===== src/rtl/ib_pingpong.sv =====
// ib_pingpong: double-banked (ping-pong) input buffer for the CNN datapath.
// The writer fills one bank from the upstream stream while the reader streams the
// other bank to the PE array. Each read of a bank can be replayed several times
// before the bank is released back to the writer.
//
// Ports:
//   clk, rst       clock (rising edge), asynchronous active-low reset
//   clr            synchronous clear, same effect as reset, overrides everything
//   in_valid/in_ready/in_data      upstream write handshake
//   rd_start, rd_passes            start streaming the read bank, pass count (0 -> 1)
//   out_valid/out_ready/out_data   registered downstream handshake
//   out_last       final word of the final pass
//   bank_full      per-bank full flags
//   rd_busy        read FSM streaming
//   wr_addr        next write index in the write bank
//   cbuffer        whole read bank in parallel, word 0 in the LSBs

module ib_pingpong #(
    parameter int unsigned WIDTH = 16,
    parameter int unsigned DEPTH = 4,
    parameter int unsigned AW    = 8
) (
    input  logic                     clk,
    input  logic                     rst,
    input  logic                     clr,
    input  logic                     in_valid,
    output logic                     in_ready,
    input  logic [WIDTH-1:0]         in_data,
    input  logic                     rd_start,
    input  logic [7:0]               rd_passes,
    output logic                     out_valid,
    input  logic                     out_ready,
    output logic [WIDTH-1:0]         out_data,
    output logic                     out_last,
    output logic [1:0]               bank_full,
    output logic                     rd_busy,
    output logic [AW-1:0]            wr_addr,
    output logic [DEPTH*WIDTH-1:0]   cbuffer
);

    localparam int unsigned IW = (DEPTH > 1) ? $clog2(DEPTH) : 1;
    localparam logic [AW-1:0] LastAddr = AW'(DEPTH - 1);

    typedef enum logic [0:0] {StIdle, StStream} state_e;

    logic [WIDTH-1:0] mem_q [2][DEPTH];
    logic             wr_bank_q;
    logic             rd_bank_q;
    logic [AW-1:0]    rd_addr_q;
    logic [7:0]       pass_q;
    logic [7:0]       passes_q;
    state_e           state_q;

    logic             do_write;
    logic             slot_free;
    logic             issue_last;
    logic [IW-1:0]    wr_idx;
    logic [IW-1:0]    rd_idx;

    assign in_ready   = !bank_full[wr_bank_q];
    assign do_write   = in_valid && in_ready;
    assign slot_free  = !out_valid || out_ready;
    assign wr_idx     = wr_addr[IW-1:0];
    assign rd_idx     = rd_addr_q[IW-1:0];
    assign issue_last = (rd_addr_q == LastAddr) && (pass_q == passes_q - 8'd1);
    assign rd_busy    = (state_q == StStream);

    always_comb begin
        cbuffer = '0;
        for (int unsigned i = 0; i < DEPTH; i++) begin
            cbuffer[i*WIDTH +: WIDTH] = mem_q[rd_bank_q][IW'(i)];
        end
    end

    always_ff @(posedge clk or negedge rst) begin
        if (!rst) begin
            for (int unsigned b = 0; b < 2; b++) begin
                for (int unsigned i = 0; i < DEPTH; i++) begin
                    mem_q[1'(b)][IW'(i)] <= '0;
                end
            end
            bank_full <= 2'b00;
            wr_bank_q <= 1'b0;
            rd_bank_q <= 1'b0;
            wr_addr   <= '0;
            rd_addr_q <= '0;
            pass_q    <= '0;
            passes_q  <= '0;
            state_q   <= StIdle;
            out_valid <= 1'b0;
            out_data  <= '0;
            out_last  <= 1'b0;
        end else if (clr) begin
            for (int unsigned b = 0; b < 2; b++) begin
                for (int unsigned i = 0; i < DEPTH; i++) begin
                    mem_q[1'(b)][IW'(i)] <= '0;
                end
            end
            bank_full <= 2'b00;
            wr_bank_q <= 1'b0;
            rd_bank_q <= 1'b0;
            wr_addr   <= '0;
            rd_addr_q <= '0;
            pass_q    <= '0;
            passes_q  <= '0;
            state_q   <= StIdle;
            out_valid <= 1'b0;
            out_data  <= '0;
            out_last  <= 1'b0;
        end else begin
            // Writer only touches a non-full bank and the reader only releases a full
            // one, so the two bank_full updates below never hit the same bit.
            if (do_write) begin
                mem_q[wr_bank_q][wr_idx] <= in_data;
                if (wr_addr == LastAddr) begin
                    bank_full[wr_bank_q] <= 1'b1;
                    wr_bank_q            <= ~wr_bank_q;
                    wr_addr              <= '0;
                end else begin
                    wr_addr <= wr_addr + 1'b1;
                end
            end

            case (state_q)
                StIdle: begin
                    // Drain the final word of the previous stream.
                    if (out_valid && out_ready) begin
                        out_valid <= 1'b0;
                        out_data  <= '0;
                        out_last  <= 1'b0;
                    end
                    // Word 0 is issued on the accepting edge so out_valid rises next cycle.
                    if (rd_start && bank_full[rd_bank_q] && slot_free) begin
                        passes_q  <= (rd_passes == 8'd0) ? 8'd1 : rd_passes;
                        pass_q    <= '0;
                        rd_addr_q <= AW'(1);
                        out_data  <= mem_q[rd_bank_q][IW'(0)];
                        out_valid <= 1'b1;
                        out_last  <= 1'b0;
                        state_q   <= StStream;
                    end
                end
                StStream: begin
                    if (slot_free) begin
                        out_data  <= mem_q[rd_bank_q][rd_idx];
                        out_valid <= 1'b1;
                        out_last  <= issue_last;
                        if (rd_addr_q == LastAddr) begin
                            rd_addr_q <= '0;
                            pass_q    <= pass_q + 8'd1;
                        end else begin
                            rd_addr_q <= rd_addr_q + 1'b1;
                        end
                        // Release the bank as soon as its last word is registered.
                        if (issue_last) begin
                            bank_full[rd_bank_q] <= 1'b0;
                            rd_bank_q            <= ~rd_bank_q;
                            state_q              <= StIdle;
                        end
                    end
                end
                default: state_q <= StIdle;
            endcase
        end
    end

endmodule


===== config.mk =====
export PLATFORM = sky130hd
export DESIGN_NAME = ib_pingpong
export DESIGN_NICKNAME = d
export VERILOG_FILES = /design/src/rtl/ib_pingpong.sv
export SDC_FILE = /design/constraint.sdc
export NUM_CORES = 1
export LEC_CHECK = 0
export ABC_AREA = 0
export BUFFER_PORTS_ARGS = -buffer_cell sky130_fd_sc_hd__clkbuf_2
export CAP_MARGIN = 10
export CORE_MARGIN = 2
export CORE_UTILIZATION = 48
export CTS_CLUSTER_DIAMETER = 100
export DETAILED_ROUTE_END_ITERATION = 7
export HOLD_SLACK_MARGIN = 0.05
export PLACE_DENSITY = 0.69
export SYNTH_ARGS = -nofsm -noshare
export SYNTH_HDL_FRONTEND = slang
export SYNTH_SLANG_ARGS = --single-unit

===== constraint.sdc =====
create_clock -name clk -period 2.4 [get_ports clk]
set_input_delay 0.12 -clock clk [delete_from_list [all_inputs] [get_ports clk]]
set_output_delay 0.12 -clock clk [all_outputs]
set_load 0.05 [all_outputs]

=== Word level (Yosys, flattened, before mapping) ===
Index checks and enable logic that the tools add are counted.

* Logic and storage cells: 147
* Register bits: 183
* Bits of input ports: 30
* Output and inout port bits: 94

* Order comparisons: 10
* Multiplexer cells: 71
* Reduce and logical (&&, ||, !) cells: 25
* Bitwise operators: 10
* Equality and inequality tests: 8
* Add/subtract/negate cells: 4

{| class="wikitable"
|+ Operator list
! kind !! count
|-
| $mux W128 || 2
|-
| $mux W64 || 4
|-
| $bwmux W128 || 1
|-
| $mux W8 || 15
|-
| $mux W16 || 7
|-
| $demux W64 S1 || 1
|-
| $bmux W16 S2 || 1
|-
| $demux W16 S2 || 1
|-
| $pmux W16 S2 || 1
|-
| $pmux W8 S2 || 2
|-
| $add A8 B1 Y8 const B || 3
|-
| $mux W1 || 24
|-
| $eq A8 B2 Y1 const B || 2
|-
| $mux W2 || 7
|-
| $reduce_bool A2 Y1 || 6
|-
| $logic_and A1 B1 Y1 || 9
|-
| $eq A8 B8 Y1 || 1
|-
| $logic_not A8 Y1 || 1
|-
| $reduce_and A2 Y1 || 4
|-
| $sub A8 B1 Y8 const B || 1
|-
| $ge A3 B3 Y1 const B || 2
|-
| $ne A3 B2 Y1 const B || 2
|-
| $not A2 Y3 || 2
|-
| $pmux W1 S2 || 3
|-
| 17 further kinds || 26
|}

=== Longest topological paths before layout ===
* Word-level depth: 13
* Gate-level depth with buffers: 8
* Depth with buffers taken out: 7

=== Worst setup path after synthesis ===
Ideal clock, no wire load.

* Path type: register to register
* From: register bank_full[1]
* To: register wr_addr[7]
* Required time: 2.322 ns
* Stages on the path, launching flop included: 5
* Library setup time: 0.078 ns
* Data arrival time: 2.408 ns
* Slack: -0.086 ns
* Clock period less this slack: 2.486 ns
* Path through: dfrtp_1 mux2i_1 nand2_1 or4_1 a21oi_1

* Longest elaborated chain between the ends: 5

{| class="wikitable"
|+ Ends and longest elaborated chain
! item !! line !! text
|-
| from (decl) || 35 || <nowiki>output logic [1:0] bank_full,</nowiki>
|-
| from (signal assigned) || 82 || <nowiki>bank_full <= 2'b00;</nowiki>
|-
| from (signal assigned) || 99 || <nowiki>bank_full <= 2'b00;</nowiki>
|-
| from (signal, indexed assignment) || 116 || <nowiki>bank_full[wr_bank_q] <= 1'b1;</nowiki>
|-
| $mux W1 (implied by the code) (2 in a row) || 60 || <nowiki>assign in_ready = !bank_full[wr_bank_q];</nowiki>
|-
| $logic_not A1 Y1 || 60 ||
|-
| named net in_ready || 27 || <nowiki>output logic in_ready,</nowiki>
|-
| $logic_and A1 B1 Y1 || 61 || <nowiki>assign do_write = in_valid && in_ready;</nowiki>
|-
| $reduce_bool A2 Y1 (no line) || - ||
|-
| to (signal assigned) || 120 || <nowiki>wr_addr <= wr_addr + 1'b1;</nowiki>
|-
| to (decl) || 37 || <nowiki>output logic [AW-1:0] wr_addr,</nowiki>
|}

The timed path passes the listed nets, and every way through them passes these cells. The select of a mux whose other input is x is not followed.
A chain may end at the register's enable or synchronous reset.

=== Final worst setup path ===
* From: register rd_bank_q
* To: output cbuffer[2]

* Longest elaborated chain between the ends: 4

{| class="wikitable"
|+ Ends and longest elaborated chain
! item !! line !! text
|-
| from (decl) || 48 || <nowiki>logic rd_bank_q;</nowiki>
|-
| from (signal assigned) || 157 || <nowiki>rd_bank_q <= ~rd_bank_q;</nowiki>
|-
| $not A1 Y2 (implied by the code) || 71 || <nowiki>cbuffer[i*WIDTH +: WIDTH] = mem_q[rd_bank_q][IW'(i)];</nowiki>
|-
| $mux W64 (implied by the code) (3 in a row) || 71 ||
|-
| to (decl) || 38 || <nowiki>output logic [DEPTH*WIDTH-1:0] cbuffer</nowiki>
|}

Every way passes these cells. The select of a mux whose other input is x is not followed.

==> reports/summary.txt <==
status - finished clean
setup TNS after final layout - 0 ns
floorplan row count - 52
initial core utilization - 49.00%
clk sinks - 183
vias in the first global route - 7926
HPWL after DPL - 17770 um
DRT iter0 DRCs - 725
# port buffers - 123
instance count of the mapped netlist - 1054
Warnings, synthesis - 0
placeable core region - 0.02030 mm^2
startpoint-to-endpoint class of the critical path - reg -> out
static power due to leakage - 5.048 nW
overall die height - 147.9 um
final-report max-slew violation count - 0
Fin Hold WS - 0.06986 ns
net total in the final layout - 1208
Power Density - 586.9 mW/mm^2
layout overhead on the synthesized area - 16.97%
All-Layer GR Usage - 25.33%
final worst clock skew - 0.01127 ns
fmax - 0.4360 GHz
count of flip-flops with a built-in enable after synthesis - 0
gr ovfl total - 0
Cell Int Power - 4.896 mW
Final setup violation count - 0
number of antenna violations at the first check in global routing - 0
wire length of the first global-routing pass - 43280 um
Critical Path Sink Type - primary output
part of the power in combinational logic - 12.6%
die area - 0.02189 mm^2
Final Critical Period - 2.293 ns
DRC violation count after routing - 0
total wire length - 27090 um
RD Place Congestion - 0.8061
x dimension of the die - 147.9 um
Worst Path Arrival - 2.17 ns
maxcap violations - 0
crit path max fanout - 44
clock tree buffer depth - 2
number of post-CTS setup repair buffers - 0
H-tree level count - 4
data required time of the worst path - 2.28 ns
placed inst area - 0.01082 mm^2
number of distinct standard cells referenced by the synthesized netlist - 50
commonest non-fill, non-tap cells in the layout - sky130_fd_sc_hd__nand2_1, sky130_fd_sc_hd__dfrtp_1, sky130_fd_sc_hd__a21oi_1
post-synthesis sequential area ratio - 46.04%
total standard cell area after synthesis - 0.009946 mm^2
net switching power figure - 1.932 mW
average size of a mapped cell - 9.436 um^2
total vias in the final route - 8268
share of the clock period used by the worst path after layout - 95.56%
clock slew seen by the registers of the worst setup and hold paths - 0.07 ns
DRT Pass-1 Iters - 5
switching portion of total power - 28.29%
total placed cells including tap cells - 1398
clock root cell - sky130_fd_sc_hd__clkbuf_16
measured slew at the worst slew-check pin - 0.8441 ns
Critical Path Source Type - register
average routed wire per standard cell - 18.63 um
Primary FF master, synth - sky130_fd_sc_hd__dfrtp_1
worst slew slack as a fraction of its limit - 43.73%
layout cells sized above 1 - 25.76%
per-cell via count in the routed design - 5.686
ys async rst share - 100.0%
maximum number of pins on one net before global-route repair - 80
count of state elements after synthesis - 183
Design Area, Final - 0.01163 mm^2
fin cells - 1454
TritonCTS clock tree - done
part of the total power dissipated in sequential elements - 46.8%
most frequent standard cell in the layout excluding fill and tap cells - sky130_fd_sc_hd__nand2_1
setup repair after global routing missed its margin - false
clock network power share - 40.6%
antenna viol nets, final - 0
Syn Nets - 1091
clock latency on the worst-skew pair - 0.44 ns
hold violation count in the final report - 0
antenna diode count - 0
total clock buffers created by CTS - 17
I/O pin count - 124
worst min-delay path class - in -> reg
VDD IR max - 415.9 uV
Yosys cell counts, types with 3 or more instances:
cell                       number  area share [%]
sky130_fd_sc_hd__a211oi_1       3            0.23
sky130_fd_sc_hd__a211oi_2       6            0.75
sky130_fd_sc_hd__a21oi_1      153             7.7
sky130_fd_sc_hd__a31oi_1       19             1.2
sky130_fd_sc_hd__and2_1         5            0.31
sky130_fd_sc_hd__and3_1        10            0.63
sky130_fd_sc_hd__buf_2         20             1.0
sky130_fd_sc_hd__buf_4         12            0.91
sky130_fd_sc_hd__buf_6          4            0.45
sky130_fd_sc_hd__clkbuf_1      51             1.9
sky130_fd_sc_hd__dfrtp_1      183              46
sky130_fd_sc_hd__ha_1           7            0.88
sky130_fd_sc_hd__inv_1         14            0.53
sky130_fd_sc_hd__mux2_2        65             7.4
sky130_fd_sc_hd__mux2i_1       27             2.7
sky130_fd_sc_hd__mux4_2        32             7.2
sky130_fd_sc_hd__nand2_1      282              11
sky130_fd_sc_hd__nand3_1        7            0.35
sky130_fd_sc_hd__nand4_1        5            0.31
sky130_fd_sc_hd__nor2_1        73             2.8
sky130_fd_sc_hd__nor2b_1        6            0.38
sky130_fd_sc_hd__nor3_1         6            0.30
sky130_fd_sc_hd__nor4_1         3            0.19
sky130_fd_sc_hd__o21ai_0        9            0.45
sky130_fd_sc_hd__o41ai_1        4            0.35
sky130_fd_sc_hd__xnor2_1       13             1.1
sky130_fd_sc_hd__xor2_1         8            0.70
layout make-up:
| class | count | area, um^2 |
|---|---|---|
| inverter | 14 | 52.55 |
| sequential | 183 | 4583 |
| clock buffer | 21 | 460.4 |
| multi-input combinational | 768 | 4880 |
| timing repair buffer | 187 | 1206 |
| tap | 270 | 337.8 |
| fill | 1819 | 8666 |
| clock inverter | 11 | 113.9 |
timing repair:
item | CTS | global route
resized for setup | 0 | 1
hold buffers | 24 | 0
endpoints found under the setup margin | 0 | 1
endpoints found under the hold margin | 290 | 0
cells by family after synthesis:
| family | Yosys count | synth area share [%] |
|---|---|---|
| AO/OA/AOI/OAI | 205 | 11.64 |
| XOR/XNOR | 21 | 1.849 |
| AND/OR/NAND/NOR | 410 | 17.12 |
| adder cells (fa/ha/maj) | 7 | 0.8806 |
| flip-flops | 183 | 46.04 |
| multiplexers | 125 | 17.47 |
| buffers and inverters | 103 | 4.994 |
sequential cells by signal, indices dropped and copies added, names as in the netlist:
signal,cells
wr_addr,8
bank_full,2
passes_q,8
out_valid,1
rd_addr_q,8
rd_bank_q,1
rd_busy,1
out_last,1
pass_q,8
out_data,16
mem_q,128
wr_bank_q,1
final timing paths:
check                        startpoint            to  slack (ns)  cells past startpoint
max                           rd_bank_q    cbuffer[2]        0.11                      5
min                          in_data[9]     mem_q[57]        0.07                      3
max reg2reg                   rd_bank_q   passes_q[2]        0.13                      7
min reg2reg                out_data[15]  out_data[15]        0.53                      2
max in group asynchronous           rst     mem_q[38]        1.55                      3
min in group asynchronous           rst     pass_q[4]        0.13                      2
power by group through the flow:
stage                     registers, mW  clock network (mW)  logic [mW]
final                              3.20                2.77       0.858
after global routing               3.21                2.94       0.918
after CTS                          3.20                2.79       0.858
after detailed placement           3.26                   0       0.826
after global placement             3.25                   0       0.819
after floorplan                    3.34                   0       0.471
metrics by stage:
stage	power (mW)	setup WS, ns	util [%]
6_report	6.827	0.1066	57.31
5_1_grt	7.060	0.02988	57.31
2_1_floorplan	3.806	0.2198	-
3_5_place_dp	4.083	0.2293	53.28
4_1_cts	6.848	0.08687	57.29
3_3_place_gp	4.073	0.2557	53.28
layer usage:
metal	GRT usage [%]	vias up	routed length, um
met5	0	-	0
met4	6.857	0	468
met3	4.167	32	1859
met2	38.63	326	12380
met1	37.84	4063	12380
li1	-	3847	-
worst max-delay path, cell delays in order (launching register included):
cell and delay (ns):
sky130_fd_sc_hd__dfrtp_4 0.48, sky130_fd_sc_hd__buf_12 0.28, sky130_fd_sc_hd__buf_4 0.18, sky130_fd_sc_hd__buf_4 0.14, sky130_fd_sc_hd__mux2_2 0.39, sky130_fd_sc_hd__clkbuf_2 0.25
Power figures use the tool's default switching activity.
